`src/rtl/bcd_event_counter_if.sv`:
```
`default_nettype none
// ============================================================================
// Module   : bcd_event_counter_if
// Brief    : Event/control inputs and count/display outputs of the BCD counter.
// Revision : 1.0
// ============================================================================
interface bcd_event_counter_if #(
    parameter int DIGITS = 3
);
    logic                  fire;
    logic                  enable;
    logic                  error;
    logic                  dir;
    logic                  clear;
    logic [4*DIGITS-1:0]   value;
    logic                  overflow;
    logic                  count_pulse;
    logic [DIGITS-1:0]     anode;
    logic [6:0]            segs;

    modport master (
        output fire, enable, error, dir, clear,
        input  value, overflow, count_pulse, anode, segs
    );

    modport slave (
        input  fire, enable, error, dir, clear,
        output value, overflow, count_pulse, anode, segs
    );
endinterface
`default_nettype wire

```
`src/rtl/bcd_event_counter.sv`:
```
`default_nettype none
// ============================================================================
// Module   : bcd_event_counter
// Brief    : Synchronised event counter in BCD with wrap/saturate terminal
//            handling and a multiplexed seven-segment display driver.
// Revision : 1.0
// ============================================================================
module bcd_event_counter #(
    parameter int DIGITS   = 3,
    parameter int WRAP     = 1,
    parameter int SCAN_DIV = 100000
) (
    input  wire logic            clk,
    input  wire logic            reset,
    bcd_event_counter_if.slave   bus
);

    localparam int c_IDX_W   = (DIGITS > 1) ? $clog2(DIGITS) : 1;
    localparam int c_PRESC_W = $clog2(SCAN_DIV);
    localparam logic [DIGITS-1:0]    c_ANODE_RST = ~DIGITS'(1);
    localparam logic [c_IDX_W-1:0]   c_IDX_LAST  = c_IDX_W'(DIGITS - 1);
    localparam logic [c_PRESC_W-1:0] c_PRESC_TC  = c_PRESC_W'(SCAN_DIV - 1);

    // ------------------------------------------------------------------
    // fire synchroniser and edge detect
    // ------------------------------------------------------------------
    logic       r_sync1;
    logic       r_sync2;
    logic       r_sync3;
    logic [1:0] r_prime;
    logic       r_armed;
    logic       w_edge;
    logic       w_accept;

    // r_prime marks when r_sync2 holds a genuine sample of fire; events are
    // only armed once fire has really been seen low after reset.
    always_ff @(posedge clk or negedge reset) begin
        if (!reset) begin
            r_sync1 <= 1'b0;
            r_sync2 <= 1'b0;
            r_sync3 <= 1'b0;
            r_prime <= 2'b00;
            r_armed <= 1'b0;
        end else begin
            r_sync1 <= bus.fire;
            r_sync2 <= r_sync1;
            r_sync3 <= r_sync2;
            r_prime <= {r_prime[0], 1'b1};
            if (r_prime[1] && !r_sync2)
                r_armed <= 1'b1;
        end
    end

    assign w_edge   = r_sync2 & ~r_sync3 & r_armed;
    assign w_accept = w_edge & bus.enable & ~bus.error & ~bus.clear;

    // ------------------------------------------------------------------
    // BCD next-value arithmetic
    // ------------------------------------------------------------------
    logic [4*DIGITS-1:0] r_value;
    logic [4*DIGITS-1:0] w_up;
    logic [4*DIGITS-1:0] w_down;
    logic [4*DIGITS-1:0] w_next;
    logic                w_all9;
    logic                w_all0;
    logic                w_term;
    logic                r_overflow;
    logic                r_pulse;

    always_comb begin : p_bcd_arith
        logic carry;
        logic borrow;
        w_up   = r_value;
        w_down = r_value;
        carry  = 1'b1;
        borrow = 1'b1;
        for (int i = 0; i < DIGITS; i++) begin
            if (carry) begin
                if (r_value[4*i +: 4] == 4'd9) begin
                    w_up[4*i +: 4] = 4'd0;
                end else begin
                    w_up[4*i +: 4] = r_value[4*i +: 4] + 4'd1;
                    carry          = 1'b0;
                end
            end
            if (borrow) begin
                if (r_value[4*i +: 4] == 4'd0) begin
                    w_down[4*i +: 4] = 4'd9;
                end else begin
                    w_down[4*i +: 4] = r_value[4*i +: 4] - 4'd1;
                    borrow           = 1'b0;
                end
            end
        end
        // A carry/borrow surviving every digit means the count was terminal.
        w_all9 = carry;
        w_all0 = borrow;
    end

    assign w_term = bus.dir ? w_all9 : w_all0;

    always_comb begin
        w_next = bus.dir ? w_up : w_down;
        if (w_term && (WRAP == 0))
            w_next = r_value;
    end

    always_ff @(posedge clk or negedge reset) begin
        if (!reset) begin
            r_value    <= '0;
            r_overflow <= 1'b0;
            r_pulse    <= 1'b0;
        end else if (bus.clear) begin
            r_value    <= '0;
            r_overflow <= 1'b0;
            r_pulse    <= 1'b0;
        end else begin
            r_pulse <= w_accept;
            if (w_accept) begin
                r_value <= w_next;
                if (w_term)
                    r_overflow <= 1'b1;
            end
        end
    end

    // ------------------------------------------------------------------
    // Display scan
    // ------------------------------------------------------------------
    logic [c_PRESC_W-1:0] r_presc;
    logic [c_IDX_W-1:0]   r_idx;
    logic [DIGITS-1:0]    r_anode;
    logic [6:0]           r_segs;
    logic [DIGITS-1:0]    w_anode;
    logic [DIGITS-1:0]    w_blank;
    logic [3:0]           w_digit;
    logic [6:0]           w_segs;

    function automatic logic [6:0] seg_decode(input logic [3:0] d);
        case (d)
            4'd0:    seg_decode = 7'b1000000;
            4'd1:    seg_decode = 7'b1111001;
            4'd2:    seg_decode = 7'b0100100;
            4'd3:    seg_decode = 7'b0110000;
            4'd4:    seg_decode = 7'b0011001;
            4'd5:    seg_decode = 7'b0010010;
            4'd6:    seg_decode = 7'b0000010;
            4'd7:    seg_decode = 7'b1111000;
            4'd8:    seg_decode = 7'b0000000;
            4'd9:    seg_decode = 7'b0010000;
            default: seg_decode = 7'b1111111;
        endcase
    endfunction

    always_ff @(posedge clk or negedge reset) begin
        if (!reset) begin
            r_presc <= '0;
            r_idx   <= '0;
        end else if (r_presc == c_PRESC_TC) begin
            r_presc <= '0;
            r_idx   <= (r_idx == c_IDX_LAST) ? '0 : r_idx + c_IDX_W'(1);
        end else begin
            r_presc <= r_presc + c_PRESC_W'(1);
        end
    end

    // w_blank[i] is set when digit i and every more-significant digit are zero.
    always_comb begin : p_blank
        logic zero_above;
        zero_above = 1'b1;
        w_blank    = '0;
        w_anode    = '1;
        for (int i = DIGITS - 1; i >= 0; i--) begin
            zero_above = zero_above & (r_value[4*i +: 4] == 4'd0);
            w_blank[i] = zero_above;
            w_anode[i] = (r_idx != c_IDX_W'(i));
        end
    end

    assign w_digit = r_value[{r_idx, 2'b00} +: 4];
    assign w_segs  = ((r_idx != '0) && w_blank[r_idx]) ? 7'b1111111 : seg_decode(w_digit);

    always_ff @(posedge clk or negedge reset) begin
        if (!reset) begin
            r_anode <= c_ANODE_RST;
            r_segs  <= 7'b1000000;
        end else begin
            r_anode <= w_anode;
            r_segs  <= w_segs;
        end
    end

    assign bus.value       = r_value;
    assign bus.overflow    = r_overflow;
    assign bus.count_pulse = r_pulse;
    assign bus.anode       = r_anode;
    assign bus.segs        = r_segs;

endmodule
`default_nettype wire

```
`src/flat_wrapper.sv`:
```
// flat-port wrapper written by rule: the top's interface ports become plain ports
module bcd_event_counter_flat 
#(
    parameter int DIGITS   = 3,
    parameter int WRAP     = 1,
    parameter int SCAN_DIV = 100000
)
  (clk, reset, bus_fire, bus_enable, bus_error, bus_dir, bus_clear, bus_value, bus_overflow, bus_count_pulse, bus_anode, bus_segs);
  bcd_event_counter_if #(.DIGITS(DIGITS)) bus_i ();
  input  wire logic clk;
  input  wire logic reset;
  input wire logic [$bits(bus_i.fire)-1:0] bus_fire;
  input wire logic [$bits(bus_i.enable)-1:0] bus_enable;
  input wire logic [$bits(bus_i.error)-1:0] bus_error;
  input wire logic [$bits(bus_i.dir)-1:0] bus_dir;
  input wire logic [$bits(bus_i.clear)-1:0] bus_clear;
  output wire logic [$bits(bus_i.value)-1:0] bus_value;
  output wire logic [$bits(bus_i.overflow)-1:0] bus_overflow;
  output wire logic [$bits(bus_i.count_pulse)-1:0] bus_count_pulse;
  output wire logic [$bits(bus_i.anode)-1:0] bus_anode;
  output wire logic [$bits(bus_i.segs)-1:0] bus_segs;
  assign bus_i.fire = bus_fire;
  assign bus_i.enable = bus_enable;
  assign bus_i.error = bus_error;
  assign bus_i.dir = bus_dir;
  assign bus_i.clear = bus_clear;
  assign bus_value = bus_i.value;
  assign bus_overflow = bus_i.overflow;
  assign bus_count_pulse = bus_i.count_pulse;
  assign bus_anode = bus_i.anode;
  assign bus_segs = bus_i.segs;
  bcd_event_counter #(.DIGITS(DIGITS), .WRAP(WRAP), .SCAN_DIV(SCAN_DIV)) u_core (.clk(clk), .reset(reset), .bus(bus_i));
endmodule
```
`config.mk`:
```
export PLATFORM = sky130hd
export DESIGN_NAME = bcd_event_counter_flat
export DESIGN_NICKNAME = d
export VERILOG_FILES = /design/src/rtl/bcd_event_counter_if.sv /design/src/rtl/bcd_event_counter.sv /design/src/flat_wrapper.sv
export SDC_FILE = /design/constraint.sdc
export NUM_CORES = 1
export LEC_CHECK = 0
export ABC_AREA = 1
export BUFFER_PORTS_ARGS = -buffer_cell sky130_fd_sc_hd__buf_2
export CORE_ASPECT_RATIO = 1.2
export CORE_MARGIN = 1.5
export CORE_UTILIZATION = 50
export DETAILED_ROUTE_END_ITERATION = 8
export PLACE_DENSITY = 0.84
export SETUP_SLACK_MARGIN = 0.5
export SYNTH_ARGS = -nofsm -noshare
export SYNTH_HDL_FRONTEND = slang
export SYNTH_SLANG_ARGS = --single-unit
```
`constraint.sdc`:
```
create_clock -name clk -period 1.7 [get_ports clk]
set_clock_uncertainty 0.15 [all_clocks]
set_input_delay 0.17 -clock clk [delete_from_list [all_inputs] [get_ports clk]]
set_output_delay 0.17 -clock clk [all_outputs]
set_load 0.05 [all_outputs]
```
==> metrics.txt <==
status finished, violations left; failing checks setup timing; Initial Utilization approximately half; Worst Path Max Fanout 6; Setup WS post-layout -0.129 ns; Hold Path Stages 4; final core occ between 80% and 90%; Worst Setup Start Kind flip-flop; WL/cell approximately 19 µm; Peak VDD IR between 0.8 and 0.9 mV; Req. time, crit path about 1.7 ns; largest cells by area after synthesis dfrtp_1, nand2_1, nand3_1, ha_1, nor2_1; critical setup path kind reg2reg; residual DRC count 0; Clock Path Buffers 2; Multi-input gate area roughly 2100 µm²; Slew Viols, Final 0; Total Routing Usage GR 27.7%; clock net sink count 49; synth-to-layout area growth 68.0%; Die Width approximately 72 µm; drt first pass iters 5; Yosys cell types 32; grt ovf 0; Mapped Area roughly 2900 µm²; first-iteration detailed-routing DRC count 246; Post-Route WL roughly 11000 µm; Post-DRT Antenna Nets 0; FFs w/ async S/R, synth between 90% and 100%; syn_nets between 300 and 400; CTS Root Cell clkbuf_8; CTS Buf Count 5; largest net degree at the start of global routing 50; Slew @ Worst Pin about 0.67 ns; Filler cells approximately 240; dpl cells 459; DR vias/cell 5.77; FP Rows 30; WP data arrival about 1.9 ns; pwr dens approximately 1000 nW/µm²; Non-Filler Instances 542; ANT cells 0; Hold Vio Cnt, Final 0; share of layout cells above drive strength 1 between 50% and 60%; Core Area between 5000 and 6000 µm²; Worst R2R Setup Slack -0.13 ns; Leak Pwr 2.28 nW; worst hold path type in2reg; MaxCap Viol Count 0; Post-Syn Area per Cell approximately 8.0 µm²; Reg clk slew, reported paths ~0.1 ns; largest area contributor in the netlist dfrtp_1; routed via count ~3100; total power 0.00500 W; RSZ-0062 raised after global routing true; Die Area around 6300 µm²; FMAX 547 MHz; share of the synthesized area in the top cell type 39.8%; first-pass GRT wire length 13500 µm; H-tree levels 2; crit path time final roughly 1.8 ns; Reg2Reg Depth 9; Final period util 108%; initial antenna violation count 0; post-synthesis sequential area ratio ~43%; final estimated routing congestion in global placement 0.869; die height ~86 µm; synth warn 0; Worst slew margin a little under three fifths; register bit total from synthesis between 40 and 50; Worst setup EP type flip-flop; CTS tree built; Final nets 499; port bufs 30; Clk Latency, worst-skew pair between 0.3 and 0.4 ns; # setup viols final 9; FF+latch area approximately 1300 µm²; # IOs 31; Cells after Synth between 300 and 400; Post-synth EDFFs 0; vias in the first global route between 3000 and 4000; most frequently used flop master after synthesis dfrtp_1; hpwl dp 4510 µm
-- cell usage in the layout (no fill, tap or decap), types with 5 or more instances in the layout --
cell type and instances:
dfrtp_2 13, o21ai_1 11, nand4_1 5, buf_8 11, inv_1 23, nand3_1 23
ha_4 7, clkbuf_8 6, inv_4 9, dfrtp_1 31, nand3_2 11, nand3_4 10
inv_2 12, nand2_1 51, buf_6 47, xor2_1 13, nor2_2 8, nand2_4 13
nor2_1 21, buf_4 44, ha_2 5, buf_2 6, o21ai_2 7, nand2_2 23
nor2_4 19
-- layer usage --
metal,up-vias,track usage [%],share of wire (%)
met5,-,0,0
met4,0,12.7,6.0
met3,59,4.42,6.0
met2,173,51.0,51
met1,1514,30.9,37
li1,1380,-,-
-- synth_stat cells (3+ instances only) --
master,n
a21oi_1,6
dfrtp_1,46
dfstp_2,3
ha_1,15
inv_1,33
inv_2,12
nand2_1,78
nand2_2,9
nand2_4,3
nand3_1,41
nand3_2,3
nand4_1,5
nor2_1,39
nor2_2,4
nor2_4,5
nor3_1,4
o21ai_0,13
o21ai_1,9
o22ai_1,3
xnor2_1,5
xor2_1,14
-- repair_timing --
action / 4_1_cts / 5_1_grt
resized for setup: 112 / 99
gates cloned: 0 / 0
hold buffers: 2 / 0
setup endpoints to repair: 61 / 60
setup buffers: 43 / 30
pin swaps: 34 / 46
endpoints found under the hold margin: 50 / 0
-- critical path, cell delays in order (launching register included) --
cell and delay [ns]:
dfrtp_2 0.51, inv_2 0.09, nand3_2 0.08, nand2_2 0.07, nor2_4 0.18, inv_2 0.08, ha_2 0.17, nand3b_1 0.19
nand3_1 0.10, nand3_1 0.07
-- logic make-up (layout without fill, tap and decap cells) --
logic type | count (synthesis) | count (layout) | synth area share [%]
xor+xnor | 19 | 19 | 5.76
simple gates | 193 | 193 | 31.5
compound gates | 34 | 34 | 6.27
flops | 49 | 49 | 42.5
fa+ha+maj | 15 | 15 | 6.49
buf+inv | 52 | 167 | 7.27
other cells | 1 | 1 | 0.130
-- where the power goes --
part	internal [W]	total, W	switching [W]
Combinational	0.00108	0.00258	0.00150
Sequential	0.00132	0.00152	0.000201
Clock	0.000479	0.000902	0.000423
Total	0.00288	0.00500	0.00212
-- flip-flops by register name (all words and copies together) (netlist names) --
name,flops
u_core.r_sync1,1
u_core.r_sync2,1
u_core.bus.value,12
u_core.r_presc,17
u_core.bus.count_pulse,1
u_core.bus.segs,7
u_core.r_idx,2
u_core.r_armed,1
u_core.r_sync3,1
u_core.bus.anode,3
u_core.bus.overflow,1
u_core.r_prime,2
-- through the flow --
stage | cell area [µm²] | setup WS [ns] | setup TNS, ns | hold WS, ns
after global routing | 4860 | -0.198 | -1.17 | 0.101
after global placement | 3350 | 0.0633 | 0 | 0.0236
after detailed placement | 3350 | -0.0236 | -0.0280 | 0.0251
after CTS | 4230 | 0.0361 | 0 | 0.0549
final | 4860 | -0.129 | -0.584 | 0.0634
after floorplan | 3090 | 0.0496 | 0 | -0.276
-- area by class of cell --
cell class                 instances  area share (%)
tap                               64            1.65
inverter                          47            4.48
clock buffer                       6            1.70
sequential                        49            25.8
timing repair buffer             112            23.0
clock inverter                     2           0.773
multi-input combinational        262            42.6
-- final timing paths --
| check | startpoint | endpoint |
|---|---|---|
| worst max-delay path | u_core.r_idx[0]$_DFFE_PN0N_ | u_core.bus.segs[5]$_DFF_PN0_ |
| worst min-delay path | bus_clear | u_core.bus.overflow$_DFFE_PN0P_ |
| worst max register to register | u_core.r_idx[0]$_DFFE_PN0N_ | u_core.bus.segs[5]$_DFF_PN0_ |
| worst min register to register | u_core.r_sync1$_DFF_PN0_ | u_core.r_sync2$_DFF_PN0_ |
| max in group asynchronous | reset | u_core.bus.segs[6]$_DFF_PN1_ |
| min in group asynchronous | reset | u_core.r_presc[6]$_DFF_PN0_ |
No activity file was read; power rests on OpenSTA's default activity.
